**src/rtl/instruction_memory_loader_pkg.sv**
```systemverilog
// ---------------------------------------------------------------------------
// instruction_memory_loader_pkg
// Constants and types shared by the instruction memory loader and the
// fetch-side memory reader.
//   load_state_t      : loader session states
//   MEM_BYTES_DEFAULT : default instruction memory size in bytes
//   BYTES_PER_INSTR   : bytes per instruction word
//   instr_byte()      : little-endian byte lane select from a 32-bit word
// ---------------------------------------------------------------------------
package instruction_memory_loader_pkg;

    typedef enum logic [2:0] {
        ST_IDLE,
        ST_ACCEPT,
        ST_WRITE,
        ST_DONE,
        ST_ERROR
    } load_state_t;

    localparam int MEM_BYTES_DEFAULT = 1024;
    localparam int BYTES_PER_INSTR   = 4;

    // Byte idx of a word; byte 0 lives at the lowest address.
    function automatic logic [7:0] instr_byte(input logic [31:0] word, input logic [1:0] idx);
        return word[{idx, 3'b000} +: 8];
    endfunction

endpackage

```
**src/rtl/instruction_memory_loader.sv**
```systemverilog
// ---------------------------------------------------------------------------
// instruction_memory_loader
// Accepts 32-bit instruction words from a valid/ready producer and writes
// them into a byte-wide instruction memory, one byte per cycle, starting at
// a word-aligned base address.
//
// Ports
//   clk_i, rst_n_i      : clock, asynchronous active-low reset
//   start_i             : opens (or restarts) a load session at base_addr_i
//   base_addr_i         : session start byte address (must be word aligned)
//   word_valid_i/word_i : producer word and its valid
//   last_i              : marks the final word of the session
//   word_ready_o        : loader accepts word_i this cycle
//   mem_we_o/mem_addr_o/mem_wdata_o : byte write port to the memory
//   busy_o              : session open
//   done_o              : final word fully written (level)
//   load_error_o        : misaligned base or memory overrun (sticky)
//   word_count_o        : words fully written in the current session
// ---------------------------------------------------------------------------
module instruction_memory_loader
    import instruction_memory_loader_pkg::*;
#(
    parameter int MEM_BYTES = MEM_BYTES_DEFAULT,
    parameter int ADDR_W    = 10
) (
    input  logic              clk_i,
    input  logic              rst_n_i,
    input  logic              start_i,
    input  logic [ADDR_W-1:0] base_addr_i,
    input  logic              word_valid_i,
    input  logic [31:0]       word_i,
    input  logic              last_i,
    output logic              word_ready_o,
    output logic              mem_we_o,
    output logic [ADDR_W-1:0] mem_addr_o,
    output logic [7:0]        mem_wdata_o,
    output logic              busy_o,
    output logic              done_o,
    output logic              load_error_o,
    output logic [ADDR_W-2:0] word_count_o
);

    // Pointer carries one extra bit so ptr+3 never wraps past the memory end.
    localparam logic [ADDR_W:0] LAST_BYTE = (ADDR_W+1)'(MEM_BYTES - 1);
    localparam logic [ADDR_W:0] WORD_SPAN = (ADDR_W+1)'(BYTES_PER_INSTR - 1);
    localparam logic [ADDR_W:0] WORD_STEP = (ADDR_W+1)'(BYTES_PER_INSTR);

    load_state_t       state_reg;
    logic [ADDR_W:0]   ptr_reg;
    logic [ADDR_W-2:0] count_reg;
    logic [31:0]       word_reg;
    logic              last_reg;
    logic [1:0]        idx_reg;
    logic              mem_we_reg;
    logic [ADDR_W-1:0] mem_addr_reg;
    logic [7:0]        mem_wdata_reg;

    logic [ADDR_W:0]   ptr_end;

    assign ptr_end = ptr_reg + WORD_SPAN;

    always_ff @(posedge clk_i or negedge rst_n_i) begin
        if (!rst_n_i) begin
            state_reg     <= ST_IDLE;
            ptr_reg       <= '0;
            count_reg     <= '0;
            word_reg      <= '0;
            last_reg      <= 1'b0;
            idx_reg       <= '0;
            mem_we_reg    <= 1'b0;
            mem_addr_reg  <= '0;
            mem_wdata_reg <= '0;
        end else if (start_i) begin
            // A start in any state drops whatever word is in flight.
            mem_we_reg <= 1'b0;
            count_reg  <= '0;
            idx_reg    <= '0;
            if (base_addr_i[1:0] != 2'b00) begin
                state_reg <= ST_ERROR;
            end else begin
                state_reg <= ST_ACCEPT;
                ptr_reg   <= {1'b0, base_addr_i};
            end
        end else begin
            case (state_reg)
                ST_ACCEPT: begin
                    if (word_valid_i) begin
                        if (ptr_end > LAST_BYTE) begin
                            // Word is consumed but would run off the memory.
                            state_reg <= ST_ERROR;
                        end else begin
                            state_reg     <= ST_WRITE;
                            word_reg      <= word_i;
                            last_reg      <= last_i;
                            idx_reg       <= '0;
                            mem_we_reg    <= 1'b1;
                            mem_addr_reg  <= ptr_reg[ADDR_W-1:0];
                            mem_wdata_reg <= word_i[7:0];
                        end
                    end
                end
                ST_WRITE: begin
                    if (idx_reg == 2'd3) begin
                        mem_we_reg <= 1'b0;
                        ptr_reg    <= ptr_reg + WORD_STEP;
                        count_reg  <= count_reg + (ADDR_W-1)'(1);
                        state_reg  <= last_reg ? ST_DONE : ST_ACCEPT;
                    end else begin
                        // Outputs are registered, so stage the next byte now.
                        idx_reg       <= idx_reg + 2'd1;
                        mem_addr_reg  <= ptr_reg[ADDR_W-1:0] + ADDR_W'(idx_reg + 2'd1);
                        mem_wdata_reg <= instr_byte(word_reg, idx_reg + 2'd1);
                    end
                end
                default: begin
                end
            endcase
        end
    end

    assign word_ready_o = (state_reg == ST_ACCEPT) && !start_i;
    assign mem_we_o     = mem_we_reg;
    assign mem_addr_o   = mem_addr_reg;
    assign mem_wdata_o  = mem_wdata_reg;
    assign busy_o       = (state_reg == ST_ACCEPT) || (state_reg == ST_WRITE);
    assign done_o       = (state_reg == ST_DONE);
    // ERROR is only left through start_i, which makes the flag sticky.
    assign load_error_o = (state_reg == ST_ERROR);
    assign word_count_o = count_reg;

endmodule

```
**config.mk**
```make
export PLATFORM = sky130hd
export DESIGN_NAME = instruction_memory_loader
export DESIGN_NICKNAME = d
export VERILOG_FILES = /design/src/rtl/instruction_memory_loader_pkg.sv /design/src/rtl/instruction_memory_loader.sv
export SDC_FILE = /design/constraint.sdc
export NUM_CORES = 1
export LEC_CHECK = 0
export ABC_AREA = 1
export BUFFER_PORTS_ARGS = -buffer_cell sky130_fd_sc_hd__buf_2
export CAP_MARGIN = 20
export CORE_MARGIN = 2
export CORE_UTILIZATION = 30
export DETAILED_ROUTE_END_ITERATION = 10
export PLACE_DENSITY = 0.59
export SYNTH_ARGS = -nofsm -noshare
export SYNTH_HDL_FRONTEND = slang
export SYNTH_SLANG_ARGS = --single-unit
export TNS_END_PERCENT = 20
```
**constraint.sdc**
```tcl
create_clock -name clk_i -period 5.3 [get_ports clk_i]
set_clock_uncertainty 0.15 [all_clocks]
set_input_delay 0.53 -clock clk_i [delete_from_list [all_inputs] [get_ports clk_i]]
set_output_delay 0.53 -clock clk_i [all_outputs]
set_load 0.02 [all_outputs]
```
==> summary.txt, run 1 <==
status - finished, final reports clean
reg-to-reg startpoint - idx_reg[0]
top cells by area, synth - dfrtp_1 43%, nand2_1 17%, nand3_1 7.2%, nand3_2 6.9%, inv_1 2.7%
via count - 3904
max reg flops - 32
FF+latch count, synth - 77
# H-tree levels - 3
core area - 14600 um2
gr usage total - 15.1%
Synth Net Count - 622
Worst Setup End Kind - flop
period utilization - 58.0%
max-slew violation count - 0
TNS Setup - 0 ps
NumNets Final - 688
Syn Std Cell Area - 4500 um2
Yosys cell types - 36
Lkg Pwr - 2.70 nW
Synth area leader - dfrtp_1
syn avg cell area - 7.93 um2
critical path type - flop to flop
WP data arrival - 3210 ps
DRT antenna net count - 0
largest net degree at the start of global routing - 78
final WL - 11400 um
Clock Tree Root - clkbuf_16
Final Util - 36.2%
Hold Crit Start - word_i[24]
clk sinks - 77
family with the most delay on the worst path - flip-flops
Clock Tree Buf Depth - 2
CP startpoint kind - flop
CTS tree - yes
Worst Hold Class - input pin to flop
CP startpoint - idx_reg[0]
vias per inst - 4.75
total grt overflow - 0
Clock Latency Late Sink - 340 ps
Die X - 126 um
die height - 126 um
initial antenna violation count - 0
Max Cap Viol - 0
Crit path largest cell delay - 760 ps
slowest CP cell - dfrtp_1
Area Overhead vs Synth - 17.6%
Hold Vio Cnt, Final - 0
CP Cell Sequence - clkinv_1 -> ha_1 -> inv_1 -> fa_1 -> inv_1 -> nor2_1 -> nand3_1 -> xor2_1 -> nand3_1 -> nand2_1
initial core utilization - 30.8%
cts bufs inserted - 9
Buf/Inv on CP - 3
first-pass GRT wire length - 19600 um
Setup Viol. Count Final - 0
vias in the first global route - 3822
first drt pass iteration count - 5
number of diodes - 0
f_max - 0.325 GHz
largest fanout on the critical path - 20
Synth Flop Type - dfrtp_1
Tightest Pin Transition - 1020 ps
port bufs - 78
share of layout cells above drive strength 1 - 23.7%
Post-DP HPWL - 8070 um
Power Density - 375 nW/um2
synthesized instance count - 567
Post-synth EDFFs - 0
CP required - 5430 ps
total power - 1.98 mW
Seq/Total Area, Yosys - 42.8%
Post-route DRC - 0
DR WL/cell - 13.8 um
YS warnings - 0
VDD IR-drop max - 166 uV
Reg clk slew, reported paths - 70 ps
io pins - 79
Max-slew headroom - 31.9%
Tmin final - 3080 ps
RSZ-0062 raised after global routing - no
Starting DRT DRC Count - 314
fraction of registers with async set/reset - 100%
die area - 16000 um2
GPL Wtd Cong - 0.857
Yosys top cell area share - 42.8%
Rows - 44
-- timing repair --
item | 4_1_cts | 5_1_grt
gates resized for setup | 0 | 0
hold endpoints to repair | 0 | 17
buffers inserted | 0 | 0
hold buffers | 0 | 1
setup endpoints to repair | 0 | 0
-- tightest hold or removal path, cell delays in order --
cell and delay, ps:
buf_2 80, nand3_2 60, nand2_1 50
-- path summary, 6_finish.rpt --
kind | depth (start not counted) | slack (ps) | end
setup / recovery | 10 | 2220 | mem_addr_o[8]
hold / removal | 3 | 270 | word_reg[24]
setup reg to reg | 10 | 2220 | mem_addr_o[8]
hold reg to reg | 2 | 310 | mem_wdata_o[5]
max in group asynchronous | 3 | 3930 | mem_we_o
min in group asynchronous | 2 | 470 | mem_addr_o[6]
-- cells in the mapped netlist, drive strengths merged (2+ instances only) --
master	instances
nor2	34
a211oi	2
clkinv	2
dfrtp	77
buf	18
a21oi	8
nand4	6
o21ai	17
nand2	220
inv	35
o211ai	2
o22ai	2
ha	7
nand3	96
xor2	9
clkbuf	8
a31oi	3
nor3	14
-- cell usage in the layout (no fill, tap or decap), types with 3 or more instances in the layout --
master,n
nand2_1,208
dfrtp_1,77
buf_2,77
nand3_1,65
inv_1,32
nand3_2,31
nor2_1,28
o21ai_0,17
nor3_1,11
xor2_1,9
clkbuf_16,9
a21oi_1,8
nand2_2,7
ha_1,7
nand4_1,6
nand2_4,5
inv_2,3
nor3_4,3
nor2_2,3
nor2_4,3
a31oi_1,3
-- final cells by class --
| cell class | instances | area (um2) |
|---|---|---|
| clock inverters | 5 | 65.1 |
| clock buffers | 11 | 253 |
| flip-flops and latches | 77 | 1930 |
| repair buffers | 81 | 438 |
| inverters | 37 | 139 |
| multi-input cells | 427 | 2240 |
| well taps | 184 | 230 |
| fillers | 1534 | 9300 |
-- per-layer routing --
metal / wire (um) / track usage (%) / part of all wire, %
met5: 0 / 0 / 0
met4: 168 / 4.85 / 1.5
met3: 529 / 2.95 / 4.6
met2: 5030 / 22.7 / 44
met1: 5650 / 22.0 / 50
-- report_power, final --
group / internal, mW / total [mW] / leakage (nW) / switching (mW)
sequential: 0.743 / 0.851 / 0.985 / 0.108
combinational: 0.171 / 0.476 / 1.56 / 0.305
clock: 0.396 / 0.658 / 0.157 / 0.262
-- logic make-up (layout without fill, tap and decap cells) --
group           Yosys count  in the layout  synth area share [%]
compound gates           36             36                  4.51
fa+ha+maj                 8              8                  2.39
flops                    77             77                  42.8
xor+xnor                 10             10                  1.95
simple gates            373            373                  40.9
buf+inv                  63            134                  7.43
-- per-stage QoR --
step	instances	worst slack (ps)	hold WS [ps]	area, um2
global route	822	1930	272	5290
detailed placement	804	2190	304	4930
CTS	820	2180	259	5250
finish	822	2220	267	5290
floorplan	567	2910	84.4	4500
global placement	804	2190	301	4930
Note: power is estimated with default switching activity, not from simulation.
==> run 2: changes to the inputs <==
ABC_AREA = 0   (was 1)
PLACE_DENSITY = 0.61   (was 0.59)
clock period = 2.8 ns   (was 5.3 ns; I/O delays follow)
==> run 2 against run 1 <==
Compared with the run above:
- synthesized cell count decreased by 40%
- total power increased by 82%
- critical path depth unchanged
- count of clock-buffer cells in the layout decreased by 2
- critical path type unchanged
- largest cell class unchanged
==> summary.txt, run 2 <==
status - finished, final reports clean
Clock Latency Late Sink - 340 ps (about the same)
synthesized instance count - 342 (-40%)
largest fanout on the critical path - 7 (-65%)
VDD IR-drop max - 361 uV (+120%)
Post-DP HPWL - 6760 um (-16%)
Synth Flop Type - dfrtp_1
CP startpoint kind - flop
reg2reg setup slack - 30 ps (-2190 ps)
Post-synth EDFFs - 0 (unchanged)
Power Density - 700 nW/um2 (+86%)
DR WL/cell - 15.3 um (+11%)
NumNets Final - 491 (-29%)
TNS Setup - 0 ps (unchanged)
via count - 2966 (-24%)
YS warnings - 0 (unchanged)
total grt overflow - 0 (unchanged)
Worst Hold Class - input pin to flop
Yosys top cell area share - 47.2% (+4.4 points)
vias per inst - 4.81 (+1.2%)
GPL Wtd Cong - 0.873 (+1.9%)
# H-tree levels - 3 (unchanged)
gr usage total - 13.5% (-1.7 points)
family with the most delay on the worst path - compound AO/OA/AOI/OAI gates
DRT antenna net count - 0 (unchanged)
hold path depth - 2 (-1)
Worst Setup End Kind - flop
share of layout cells above drive strength 1 - 45.1% (+21 points)
Yosys cell types - 50 (+39%)
core area - 13200 um2 (-9.2%)
largest net degree at the start of global routing - 78 (unchanged)
Syn Std Cell Area - 4080 um2 (-9.3%)
Tmin final - 2770 ps (-305 ps)
Clock Tree Buf Depth - 2 (unchanged)
fraction of registers with async set/reset - 100% (unchanged)
final WL - 9450 um (-17%)
Tightest Pin Transition - 449 ps (-569 ps)
top cells by area, synth - dfrtp_1 47%, mux2_2 14%, mux4_2 4.4%, mux2_4 3.7%, nor2_1 2.9%
Clock Tree Root - clkbuf_16
RSZ-0062 raised after global routing - yes
WP data arrival - 2840 ps (-370 ps)
Max Cap Viol - 0 (unchanged)
initial antenna violation count - 0 (unchanged)
most instantiated library cell after synthesis - dfrtp_1
Cell Area, Placed - 4750 um2 (-3.7%)
clk sinks - 77 (unchanged)
most frequent cells in the layout - 77 x dfrtp_1, 77 x buf_2, 49 x mux2_2, 30 x nor2_1
Setup Viol. Count Final - 0 (unchanged)
Rows - 42 (-4.5%)
cts bufs inserted - 9 (unchanged)
Max-slew headroom - 70.1% (+38 points)
CP required - 2870 ps (-2560 ps)
Crit path largest cell delay - 460 ps (-300 ps)
die height - 121 um (-4.6%)
Hold Crit Start - word_i[21]
max reg flops - 32 (unchanged)
period utilization - 98.9% (+41 points)
Starting DRT DRC Count - 98 (-69%)
Reg clk slew, reported paths - 60 ps (about the same)
critical path type - flop to flop
vias in the first global route - 3029 (-21%)
Worst Reg-to-Reg Cells - 10 (unchanged)
FF+latch count, synth - 77 (unchanged)
first-pass GRT wire length - 15300 um (-22%)
final instance area - 5170 um2 (-2.2%)
RR Endpoint - mem_wdata_o[4]
Final Util - 39.0% (+2.8 points)
initial core utilization - 30.8% (about the same)
reg-to-reg startpoint - ptr_reg[0]
f_max - 0.361 GHz (+11%)
max-slew violation count - 0 (unchanged)
Die X - 121 um (-4.6%)
CP Cell Sequence - inv_2 -> buf_6 -> ha_4 -> nor2_4 -> nand3_2 -> a2111oi_4 -> a41oi_4 -> o211ai_4 -> clkbuf_16 -> mux2_4
die area - 14500 um2 (-9.0%)
Seq/Total Area, Yosys - 47.2% (+4.4 points)
Area Overhead vs Synth - 26.7%
Hold Vio Cnt, Final - 0 (unchanged)
number of diodes - 0 (unchanged)
Lkg Pwr - 2.41 nW (-11%)
Post-route DRC - 0 (unchanged)
io pins - 79 (unchanged)
Buf/Inv on CP - 3 (unchanged)
syn avg cell area - 11.9 um2 (+50%)
Synth Net Count - 397 (-36%)
first drt pass iteration count - 4 (-1)
Post-synth top cells - 77 x dfrtp_1, 49 x mux2_2, 31 x nor2_1, 20 x nand2_1, 19 x o21ai_0
slowest CP cell - dfrtp_1
total power - 3.62 mW (+82%)
port bufs - 78 (unchanged)
worst hold endpoint - word_reg[21]
Synth area leader - dfrtp_1
CTS tree - yes
==> run 2: changes by cell type after synthesis, moves of 5 or more <==
cell / previous run / this run
nand3_2: 31 / 0
xnor2_1: 1 / 10
nand2_2: 7 / 1
nand2_1: 208 / 20
nor3_1: 11 / 5
nand3_1: 65 / 10
inv_1: 32 / 4
mux4_2: 0 / 8
mux2_4: 0 / 10
nand2_4: 5 / 0
mux2_2: 0 / 49
==> run 2: routing by layer <==
| layer | GRT usage, % | share of wire (%) | up-vias |
|---|---|---|---|
| met5 | 0 | 0 | - |
| met4 | 5.16 | 1.9 | 0 |
| met3 | 4.15 | 6.4 | 19 |
| met2 | 21.5 | 48 | 82 |
| met1 | 17.1 | 44 | 1451 |
| li1 | - | - | 1414 |
==> run 2: layout make-up <==
cell class | count | area (um2)
clock buffer | 9 | 225
sequential | 77 | 1930
clock inverter | 7 | 80.1
fill | 1300 | 8070
timing repair buffer | 103 | 649
tap | 176 | 220
multi-input combinational | 240 | 2050
inverter | 5 | 18.8
==> run 2: cell families (layout without fill, tap and decap cells) <==
logic type	count (synthesis)	in the layout	synth area share (%)
buffers and inverters	25	124	3.28
and+or+nand+nor	93	93	11.5
AOI/OAI and AO/OA	48	48	8.50
xor gates and xnor gates	22	22	4.72
DFF	77	77	47.2
adders and majority gates	8	8	2.64
muxes	69	69	22.1
==> run 2: where the power goes <==
part	total, mW	internal, mW	switching, mW	leakage [nW]
registers	1.57	1.39	0.180	0.986
clock network	1.20	0.703	0.501	0.143
logic	0.838	0.451	0.388	1.28
total	3.62	2.55	1.07	2.41
==> run 2: timing repair <==
action                                  in CTS  in global routing
endpoints found under the hold margin       12                  0
setup buffers                                0                  3
gates resized for setup                      0                  6
endpoints found under the setup margin       0                 21
hold buffers                                 1                  0
==> run 2: worst reg2reg max path: stages, from the launching register on <==
cell	delay, ps
dfrtp_1	460
inv_2	70
buf_6	130
ha_4	210
nor2_4	100
nand3_2	100
a2111oi_4	410
a41oi_4	220
o211ai_4	300
clkbuf_16	220
mux2_4	300
==> run 2: worst max path at each step <==
stage	startpoint	end	slack [ps]	cells after the start
global route	ptr_reg[0]	mem_wdata_o[6]	-80	9
detailed placement	ptr_reg[0]	mem_addr_o[3]	60	9
finish	ptr_reg[0]	mem_wdata_o[4]	30	10
CTS	ptr_reg[0]	mem_addr_o[3]	40	9
floorplan	ptr_reg[1]	mem_addr_o[8]	5	9
global placement	ptr_reg[0]	mem_addr_o[5]	180	9
==> run 2: metrics by stage <==
stage                     hold slack [ps]  instances  setup slack, ps
after global routing                 23.0        617            -75.2
final                                22.2        617             29.9
after global placement                334        595              177
after detailed placement              340        595             58.9
after floorplan                      -166        342             5.33
after CTS                            14.6        612             39.1
==> run 3: changes to the inputs <==
RECOVER_POWER = 50   (was default)
==> run 3 against run 2 <==
Compared with the run above:
- global-route usage is the same
- sequential share of layout area grew 0.27 points
- fmax is essentially flat
- combinational power shrank 2%
- critical endpoint unchanged
- register-to-register slack is essentially flat
- cell count is the same
- hold slack lost 0.71 ps
- die area is the same
- highest routed layer unchanged
- largest cell class unchanged
- flip-flop and latch count is the same
==> summary.txt, run 3 (same netlist as run 2, synthesis figures left out) <==
number of diodes - 0 (unchanged)
CP Cell Sequence - inv_2 -> buf_6 -> ha_4 -> nor2_4 -> nand3_2 -> a2111oi_4 -> a41oi_4 -> o211ai_4 -> clkbuf_16 -> mux2_4
Rows - 42 (unchanged)
Die X - 121 um (unchanged)
Hold Crit Start - word_i[21]
max reg flops - 32 (unchanged)
period utilization - 99.0% (about the same)
Hold Vio Cnt, Final - 0 (unchanged)
largest fanout on the critical path - 7 (unchanged)
Area Overhead vs Synth - 25.8%
die area - 14500 um2 (unchanged)
Clock Tree Root - clkbuf_16
# H-tree levels - 3 (unchanged)
status - finished, final reports clean
max-slew violation count - 0 (unchanged)
reg-to-reg startpoint - ptr_reg[0]
first drt pass iteration count - 4 (unchanged)
final instance area - 5130 um2 (-0.73%)
CP required - 2870 ps (about the same)
NumNets Final - 491 (unchanged)
Power Density - 702 nW/um2 (+0.35%)
die height - 121 um (unchanged)
reg2reg setup slack - 30 ps (about the same)
most common cell after layout, fill and taps aside - dfrtp_1
initial antenna violation count - 0 (unchanged)
Worst Setup End Kind - flop
io pins - 79 (unchanged)
core area - 13200 um2 (unchanged)
family with the most delay on the worst path - compound AO/OA/AOI/OAI gates
Max Cap Viol - 0 (unchanged)
total power - 3.60 mW (-0.38%)
Reg clk slew, reported paths - 60 ps (about the same)
Post-DP HPWL - 6760 um (unchanged)
slowest CP cell - dfrtp_1
Starting DRT DRC Count - 109 (+11%)
first-pass GRT wire length - 15300 um (unchanged)
Cell Area, Placed - 4750 um2 (unchanged)
via count - 2953 (-0.44%)
critical path type - flop to flop
Crit path largest cell delay - 450 ps (about the same)
worst hold endpoint - word_reg[21]
Setup Viol. Count Final - 0 (unchanged)
Tightest Pin Transition - 925 ps (+476 ps)
DR WL/cell - 15.3 um (about the same)
Post-route DRC - 0 (unchanged)
cts bufs inserted - 9 (unchanged)
Clock Latency Late Sink - 340 ps (about the same)
Buf/Inv on CP - 3 (unchanged)
CTS tree - yes
port bufs - 78 (unchanged)
GPL Wtd Cong - 0.873 (unchanged)
Clock Tree Buf Depth - 2 (unchanged)
gr usage total - 13.5% (unchanged)
clk sinks - 77 (unchanged)
RR Endpoint - mem_wdata_o[4]
Lkg Pwr - 2.36 nW (-1.9%)
largest net degree at the start of global routing - 78 (unchanged)
RSZ-0062 raised after global routing - yes
vias in the first global route - 3029 (unchanged)
WP data arrival - 2840 ps (about the same)
total grt overflow - 0 (unchanged)
final WL - 9450 um (about the same)
vias per inst - 4.79 (-0.44%)
f_max - 0.361 GHz (about the same)
most frequent cells in the layout - 77 x dfrtp_1, 69 x buf_2, 49 x mux2_2, 30 x nor2_1, 20 x nand2_1
Worst Reg-to-Reg Cells - 10 (unchanged)
Tmin final - 2770 ps (+0.501 ps)
CP startpoint kind - flop
Worst Hold Class - input pin to flop
share of layout cells above drive strength 1 - 42.9% (-2.3 points)
Max-slew headroom - 38.3% (-32 points)
hold path depth - 2 (unchanged)
initial core utilization - 30.8% (unchanged)
VDD IR-drop max - 359 uV (-0.51%)
DRT antenna net count - 0 (unchanged)
run 3: area by class of cell:
| cell class | count | area, um2 |
|---|---|---|
| Timing Repair Buffer | 103 | 612 |
| Clock inverter | 7 | 80.1 |
| Sequential cell | 77 | 1930 |
| Clock buffer | 9 | 225 |
| Inverter | 5 | 18.8 |
| Fill cell | 1308 | 8110 |
| Multi-Input combinational cell | 240 | 2050 |
| Tap cell | 176 | 220 |
run 3: metrics by stage:
stage,instances,hold slack (ps),util (%),setup TNS (ps),worst slack [ps]
after floorplan,342,-166,-,0,5.33
after global placement,595,334,35.9,0,177
after detailed placement,595,340,35.9,0,58.9
after CTS,612,14.6,38.2,0,39.1
after global routing,617,23.0,38.7,-1010,-75.2
final,617,21.5,38.7,0,29.4
run 3: worst max path at each step:
stage / endpoint / start / depth (start not counted) / slack [ps]
2_1_floorplan: mem_addr_o[8] / ptr_reg[1] / 9 / 5
3_3_place_gp: mem_addr_o[5] / ptr_reg[0] / 9 / 180
3_5_place_dp: mem_addr_o[3] / ptr_reg[0] / 9 / 60
4_1_cts: mem_addr_o[3] / ptr_reg[0] / 9 / 40
5_1_grt: mem_wdata_o[6] / ptr_reg[0] / 9 / -80
6_report: mem_wdata_o[4] / ptr_reg[0] / 10 / 30
run 3: report_power, final:
group	switching (mW)	internal [mW]	leakage (nW)	total, mW
Combinational	0.387	0.436	1.23	0.823
Sequential	0.181	1.39	0.986	1.58
Clock	0.501	0.703	0.143	1.20
Total	1.07	2.53	2.36	3.60
run 3: layer usage:
metal	vias to the layer above	part of all wire (%)	GRT usage, %
met4	0	1.9	5.16
met3	19	6.4	4.15
met1	1438	44	17.1
met2	82	48	21.5
met5	-	0	0
li1	1414	-	-
run 3: repair_timing:
item | CTS | global route
hold buffers | 1 | 0
endpoints found under the setup margin | 0 | 21
hold endpoints to repair | 12 | 0
setup buffers | 0 | 3
resized for setup | 0 | 6
run 3: worst reg2reg max path, stage by stage (launching register included):
cell,delay [ps]
dfrtp_1,450
inv_2,70
buf_6,130
ha_4,210
nor2_4,100
nand3_2,100
a2111oi_4,410
a41oi_4,220
o211ai_4,300
clkbuf_16,220
mux2_4,300
